==> config.mk <==
export PLATFORM = sky130hd
export DESIGN_NAME = pulse_meter
export DESIGN_NICKNAME = d
export VERILOG_FILES = /design/src/rtl/pulse_meter.sv
export SDC_FILE = /design/constraint.sdc
export NUM_CORES = 1
export LEC_CHECK = 0
export ABC_AREA = 1
export CAP_MARGIN = 20
export CORE_ASPECT_RATIO = 1.75
export CORE_MARGIN = 1
export CORE_UTILIZATION = 34
export CTS_BUF_LIST = sky130_fd_sc_hd__clkbuf_16
export CTS_CLUSTER_SIZE = 14
export DETAILED_ROUTE_END_ITERATION = 8
export GPL_TIMING_DRIVEN = 0
export PLACE_DENSITY = 0.55
export SYNTH_ARGS = -nofsm -noshare
export SYNTH_HDL_FRONTEND = slang
export SYNTH_SLANG_ARGS = --single-unit
==> constraint.sdc <==
create_clock -name clk -period 4.7 [get_ports clk]
set_input_delay 0.94 -clock clk [delete_from_list [all_inputs] [get_ports clk]]
set_output_delay 0.94 -clock clk [all_outputs]
set_load 0.02 [all_outputs]
==> src/rtl/pulse_meter.sv <==
// pulse_meter: synchronises a periodic pulse line and measures its
// period and high width in clk cycles; flags loss of pulses.
// Ports:
//   clk, rst_n        system clock, async active-low reset
//   p_in              pulse input (may be asynchronous to clk)
//   period, width     last measured period / high width (CNT_W bits)
//   meas_valid        1-cycle strobe when period/width update
//   rise_tick         1-cycle strobe per synchronised rising edge
//   timeout           sticky: no rising edge for TIMEOUT cycles
//   locked            high while measuring
// Optional (macro PULSE_METER_MINMAX_EN):
//   minmax_clr        sync clear of the min/max trackers
//   min_period        smallest period seen since reset/clear
//   max_period        largest period seen since reset/clear
module pulse_meter #(
    parameter int CNT_W       = 33,
    parameter int TIMEOUT     = 50000000,
    parameter int SYNC_STAGES = 2
) (
    input  logic             clk,
    input  logic             rst_n,
    input  logic             p_in,
`ifdef PULSE_METER_MINMAX_EN
    input  logic             minmax_clr,
    output logic [CNT_W-1:0] min_period,
    output logic [CNT_W-1:0] max_period,
`endif
    output logic [CNT_W-1:0] period,
    output logic [CNT_W-1:0] width,
    output logic             meas_valid,
    output logic             rise_tick,
    output logic             timeout,
    output logic             locked
);

    typedef enum logic {
        S_IDLE,
        S_MEASURE
    } state_t;

    localparam logic [CNT_W-1:0] TO_LAST = CNT_W'(TIMEOUT - 1);
    localparam logic [CNT_W-1:0] ONE     = CNT_W'(1);

    logic [SYNC_STAGES-1:0] r_sync;
    logic                   r_pd;
    logic                   r_rise;
    state_t                 r_state;
    logic [CNT_W-1:0]       r_pcnt;
    logic [CNT_W-1:0]       r_wcnt;
    logic [CNT_W-1:0]       r_period;
    logic [CNT_W-1:0]       r_width;
    logic                   r_valid;
    logic                   r_timeout;

    logic                   w_ps;
    logic                   w_rise;
    logic [CNT_W-1:0]       w_pinc;
    logic [CNT_W-1:0]       w_winc;
    state_t                 w_state_n;
    logic [CNT_W-1:0]       w_pcnt_n;
    logic [CNT_W-1:0]       w_wcnt_n;
    logic [CNT_W-1:0]       w_period_n;
    logic [CNT_W-1:0]       w_width_n;
    logic                   w_valid_n;
    logic                   w_timeout_n;

    assign w_ps   = r_sync[SYNC_STAGES-1];
    assign w_rise = w_ps & ~r_pd;

    // Saturating increments: counters stick at all-ones, never wrap.
    assign w_pinc = (&r_pcnt) ? r_pcnt : r_pcnt + ONE;
    assign w_winc = (w_ps && !(&r_wcnt)) ? r_wcnt + ONE : r_wcnt;

    always_ff @(posedge clk or negedge rst_n) begin
        if (!rst_n) begin
            r_sync <= '0;
            r_pd   <= 1'b0;
            r_rise <= 1'b0;
        end else begin
            r_sync <= {r_sync[SYNC_STAGES-2:0], p_in};
            r_pd   <= w_ps;
            r_rise <= w_rise;
        end
    end

    always_ff @(posedge clk or negedge rst_n) begin
        if (!rst_n) begin
            r_state   <= S_IDLE;
            r_pcnt    <= '0;
            r_wcnt    <= '0;
            r_period  <= '0;
            r_width   <= '0;
            r_valid   <= 1'b0;
            r_timeout <= 1'b0;
        end else begin
            r_state   <= w_state_n;
            r_pcnt    <= w_pcnt_n;
            r_wcnt    <= w_wcnt_n;
            r_period  <= w_period_n;
            r_width   <= w_width_n;
            r_valid   <= w_valid_n;
            r_timeout <= w_timeout_n;
        end
    end

    // A rise takes priority over the timeout check in the same cycle.
    always_comb begin
        w_state_n   = r_state;
        w_pcnt_n    = r_pcnt;
        w_wcnt_n    = r_wcnt;
        w_period_n  = r_period;
        w_width_n   = r_width;
        w_valid_n   = 1'b0;
        w_timeout_n = r_timeout;
        unique case (r_state)
            S_IDLE: begin
                w_pcnt_n = '0;
                w_wcnt_n = '0;
                if (w_rise) begin
                    w_state_n   = S_MEASURE;
                    w_pcnt_n    = ONE;
                    w_wcnt_n    = ONE;
                    w_timeout_n = 1'b0;
                end
            end
            S_MEASURE: begin
                if (w_rise) begin
                    w_period_n = r_pcnt;
                    w_width_n  = r_wcnt;
                    w_valid_n  = 1'b1;
                    w_pcnt_n   = ONE;
                    w_wcnt_n   = ONE;
                end else if (r_pcnt == TO_LAST) begin
                    w_timeout_n = 1'b1;
                    w_state_n   = S_IDLE;
                    w_pcnt_n    = '0;
                    w_wcnt_n    = '0;
                end else begin
                    w_pcnt_n = w_pinc;
                    w_wcnt_n = w_winc;
                end
            end
        endcase
    end

    assign period     = r_period;
    assign width      = r_width;
    assign meas_valid = r_valid;
    assign rise_tick  = r_rise;
    assign timeout    = r_timeout;
    assign locked     = (r_state == S_MEASURE);

`ifdef PULSE_METER_MINMAX_EN
    logic [CNT_W-1:0] r_min;
    logic [CNT_W-1:0] r_max;
    logic [CNT_W-1:0] w_min_base;
    logic [CNT_W-1:0] w_max_base;
    logic [CNT_W-1:0] w_min_n;
    logic [CNT_W-1:0] w_max_n;

    // Clear first, then fold in a sample arriving the same cycle.
    always_comb begin
        w_min_base = minmax_clr ? '1 : r_min;
        w_max_base = minmax_clr ? '0 : r_max;
        w_min_n    = w_min_base;
        w_max_n    = w_max_base;
        if (w_valid_n) begin
            if (r_pcnt < w_min_base) w_min_n = r_pcnt;
            if (r_pcnt > w_max_base) w_max_n = r_pcnt;
        end
    end

    always_ff @(posedge clk or negedge rst_n) begin
        if (!rst_n) begin
            r_min <= '1;
            r_max <= '0;
        end else begin
            r_min <= w_min_n;
            r_max <= w_max_n;
        end
    end

    assign min_period = r_min;
    assign max_period = r_max;
`endif

endmodule

==> summary.md <==
| Metric | Value |
|---|---|
| Status | `complete, but fails checks` |
| Violated checks | `DRC` |
| Hold Violations, Final | `0` |
| Post-layout nets | `1,064` |
| Final WL | `22,800 um` |
| Post-Synth Simple-Gate Area | `0.359` |
| Die height | `~190 um` |
| Max-cap violation count | `0` |
| CTS Buf Count | `17` |
| Remaining DRCs | `5` |
| Tcrit/Tclk final | `0.678` |
| H-tree Lvls | `4` |
| Post-CTS Setup Repair Bufs | `0` |
| Pwr dens | `about 330 mW/mm2` |
| Drt via density | `5.00` |
| Drt wl/cell | `17.3 um` |
| Mapped Nets | `972` |
| Commonest non-fill, non-tap cell in the layout | `nand2_1` |
| Clk root buf | `clkbuf_16` |
| Syn avg cell area | `7.42 um2` |
| Starting density of the core | `0.350` |
| Max-slew violation count | `0` |
| Crit path buf inv count | `2` |
| Largest net degree at the start of global routing | `97` |
| Worst Path Required | `5.02 ns` |
| Most frequent cells in the layout | `301 x nand2_1, 140 x nor2_1, 139 x dfrtp_1` |
| CP Data Arrival Time | `3.51 ns` |
| Vias in the first global route | `6,591` |
| Final core utilization | `0.429` |
| VDD IR max | `between 150 and 200 uV` |
| Least-Margin Pin Slew | `0.757 ns` |
| F_max | `314 MHz` |
| Post-synthesis sequential area ratio | `0.486` |
| Worst skew pair latency | `0.43 ns` |
| Worst Slack Setup Final | `between 1.5 and 2 ns` |
| RSZ-0062 raised after global routing | `no` |
| Slew headroom | `0.496` |
| Max clock buf depth | `2` |
| Post-synthesis cell count | `965` |
| Design area | `0.00878 mm2` |
| Pre-CTS WS | `1.49 ns` |
| Worst hold-check path type | `reg2reg` |
| Multiplexer share of the synthesized area | `0` |
| CP most frequent cell | `nor2_1` |
| FP Rows | `69` |
| DR pass1 iterations | `9` |
| Core Area | `0.0205 mm2` |
| Synth Area in Compound Gates | `0.0735` |
| Tmin final | `between 3 and 4 ns` |
| GPL Wtd Cong | `between 0.9 and 1` |
| Gr usage total | `0.221` |
| Slowest cell on crit path | `dfrtp_1` |
| Warnings, synthesis | `0` |
| First-pass GRT wire length | `35,900 um` |
| Setup TNS | `0 ns` |
| Crit end category | `register` |
| Area Overhead vs Synth | `22.5%` |
| Mapped Area | `0.00716 mm2` |
| Largest cells by area after synthesis | `dfrtp_1 49%, nand2_1 16%, nor2_1 7.3%, nand3_1 5.5%, inv_1 4.2%` |
| Diode count | `0` |
| Placed cell areas | `0.00822 mm2` |
| Synth Area in XOR/XNOR | `0.00367` |
| Layout cells sized above 1 | `0.0795` |
| TritonCTS Sinks | `139` |
| Cts hold-fix bufs | `0` |
| Worst-path cell chain | `ha_1 > nand3_2 > nor3_2 > nand2_1 > nor2_1 > nand3_1 > nor3_1 > ha_1 > inv_1 > nor2_1 > nand2_4 > buf_4 > a21oi_1 > nor2_1` |
| Main combinational cell family by area after synthesis | `simple AND/OR/NAND/NOR gates` |
| Share of the synthesized area in the top cell type | `0.486` |
| Crit Path Class | `reg2reg` |
| Detailed-route via count | `6,589` |
| Clock Skew | `0.00686 ns` |
| Fraction of the mapped netlist area in adder cells | `0.00699` |
| Unique masters post-synth | `29` |
| P_leak | `0.00402 uW` |
| Startpoint types | `register` |
| Delay-heaviest family, CP | `simple AND/OR/NAND/NOR gates` |
| Post-synth top area cell | `dfrtp_1` |
| Seq cells post-synth | `139` |
| Crit path largest cell delay | `0.46 ns` |
| Clk pin slew, worst setup/hold paths | `0.06 ns` |
| PortBufs | `72` |
| GRT Residual Overflow | `0` |
| DRT antenna net count | `0` |
| I/O pin cnt | `73` |
| Crit path max fanout | `10` |
| Antenna violations before repair | `0` |
| Hold_ws | `~0.36 ns` |
| Full die area | `0.0217 mm2` |
| DP Wirelength | `around 17,000 um` |
| 1st-iter DRT viols | `roughly 320` |
| Resize count post-CTS | `0` |
| Filler instances | `2,093` |
| Die Span X | `112 um` |
| Final Setup Violations | `0` |
| CTS tree | `built` |
-- power breakdown --
group,switching (uW),internal (uW),total [uW]
Combinational,181,98.4,280
Clock,520,767,1290
Sequential,59.5,1250,1310
Total,761,2110,2870
-- Yosys cell counts, drive strengths merged --
cell and instances:
nor3 24, o21ai 53, nand2 317, and3 2, a21oi 36, o22ai 13
buf 18, nand4 20, clkbuf 11, or2 1, nor2 150, nor3b 2
nand3 82, dfrtp 139, xor2 3, ha 4, inv 90
-- through the flow --
stage | std cells | power [uW]
CTS | 1317 | 2910
global route | 1317 | 2980
floorplan | 965 | 1460
global placement | 1285 | 1610
detailed placement | 1286 | 1610
finish | 1317 | 2870
-- cell families (layout without fill, tap and decap cells) --
kind of cell / Yosys count / after routing
compound gates: 102 / 102
simple gates: 598 / 598
fa+ha+maj: 4 / 4
flops: 139 / 139
xor+xnor: 3 / 3
buf+inv: 119 / 223
-- area by class of cell --
class                   instances  area (um2)  area share
plain buffers                  29         170      0.0194
clock buffers                  17         425      0.0485
clock inverters                14         130      0.0148
inverters                      90         338      0.0385
multi-input cells             707        3180       0.362
flip-flops and latches        139        3480       0.396
well taps                     248         310      0.0353
repair buffers                 73         749      0.0854
-- path summary, 6_finish.rpt --
| path | cells after the start | slack [ns] | endpoint | start |
|---|---|---|---|---|
| max in group asynchronous | 2 | 3.44 | r_wcnt[26] | rst_n |
| min | 0 | 0.36 | r_sync[1] | r_sync[0] |
| min in group asynchronous | 1 | 0.42 | period[8] | rst_n |
| max | 14 | 1.51 | r_pcnt[9] | r_pcnt[0] |
| max reg2reg | 14 | 1.51 | r_pcnt[9] | r_pcnt[0] |
| min reg2reg | 0 | 0.36 | r_sync[1] | r_sync[0] |
-- per-layer routing --
metal / global-route usage / share of wire
met1: 0.213 / 0.35
met2: 0.439 / 0.58
met3: 0.0291 / 0.023
met4: 0.120 / 0.042
met5: 0 / 0
-- sequential cells by signal, indices dropped and copies added, names as in the netlist --
register and flops:
period 33, r_wcnt 33, rise_tick 1, timeout 1, meas_valid 1, r_pcnt 33
r_pd 1, r_sync 2, width 33, locked 1
(Power assumes the default switching activity.)
==> edit: new RTL, same settings <==
Set the parameter `SYNC_STAGES` to 4 (it was 2).
--- a/src/rtl/pulse_meter.sv
+++ b/src/rtl/pulse_meter.sv
@@ -15,7 +15,7 @@
 module pulse_meter #(
     parameter int CNT_W       = 33,
     parameter int TIMEOUT     = 50000000,
-    parameter int SYNC_STAGES = 2
+    parameter int SYNC_STAGES = 4
 ) (
     input  logic             clk,
     input  logic             rst_n,
Check against the original RTL: not equivalent (Yosys sat finds a counterexample within 4 cycles, from zero or initial values and one cycle with rst_n low).
==> edit against the unedited design <==
- the flow still finishes with violations (design-rule violations)
- sequential cell count increased by 2
- setup slack improved by 0.071 ns
- via count decreased by 2.7%
- global-route usage decreased by 0.73 points
- wire length decreased by 4.2%
- synthesized area about the same
- design area increased by 1.3%
- power increased by 8.1%
- critical endpoint is now r_pcnt[7]$_DFFE_PN0P_
==> edit: results (changes against the unedited design) <==
- Ranking of synthesized cells by area: dfrtp_1 49%, nand2_1 17%, nor2_1 7.9%
- R2R Path End: r_pcnt[7]$_DFFE_PN0P_
- Iter 0 DRT Violations: 344 (+7.8%)
- Synth unique cells: 33 (+14%)
- Largest stage delay, worst path: 0.43 ns (-0.03 ns)
- Outcome: finished with violations
- Final Non-Filler Cells: 1330 (+0.99%)
- Failing checks: design-rule violations
- Synth Area in XOR/XNOR: 0.3669% (about the same)
- Reg2reg setup slack: 1.58 ns (+0.07 ns)
- Metal2 WL: 12640 um (-4.6%)
- DRC: 2 (-3)
- Crit path DAT: 3.46 ns (-0.05 ns)
- Hold path start: r_sync[2]$_DFF_PN0_
- Wl on met1: 7639 um (-5.7%)
- Placed cell areas: 0.008220 sq mm (about the same)
- Critical Path Sink: r_pcnt[7]$_DFFE_PN0P_
- Synth Area in Compound Gates: 6.954% (-0.40 points)
- Fin crit period: 3.117 ns (-0.07129 ns)
- Vias in the first global route: 6553 (-0.58%)
- Drt first pass iters: 6 (-3)
- Synth Area in Adders: 0.6989% (about the same)
- Clock Skews: 0.01019 ns (+0.003332 ns)
- WL per Instance: 16.44 um (-5.2%)
- Met2 Use GR: 42.42% (-1.5 points)
- Final nets: 1076 (+1.1%)
- Hold Slack: 0.3456 ns (-0.01748 ns)
- WHS Endpoint: r_sync[3]$_DFF_PN0_
- Post-Syn Area per Cell: 7.329 sq um (-1.3%)
- Leakage: 4.136 nW (+3.0%)
- Pin count of the biggest net entering global routing: 76 (-22%)
[edit: changes by cell type after synthesis, moves of 7 or more]
cell	delta
o21ai_0	+22
nand2_1	+21
nand3_1	-18
inv_1	+16
o22ai_1	-13
nor2_1	+11
buf_2	+9
nand2_2	-9
a21oi_1	-7
[edit: layout make-up]
class	instances	share of cell area, %
Tap cell	248	3.491
Clock inverter	15	2.745
Timing Repair Buffer	73	8.431
Buffer	34	2.182
Clock buffer	17	4.785
Multi-Input combinational cell	702	34.45
Sequential cell	141	39.69
Inverter	100	4.222
[edit: power by group]
group | switching (mW) | leakage (nW) | internal [mW]
logic | 0.161 | 1.88 | 0.0937
clock network | 0.541 | 0.325 | 0.995
registers | 0.0515 | 1.93 | 1.26
[edit: cell families (layout without fill, tap and decap cells)]
kind of cell               Yosys count  count (layout)
and+or+nand+nor                    596             596
DFF                                141             141
xor gates and xnor gates             3               3
buffers and inverters              134             239
AOI/OAI and AO/OA                   99              99
adders and majority gates            4               4
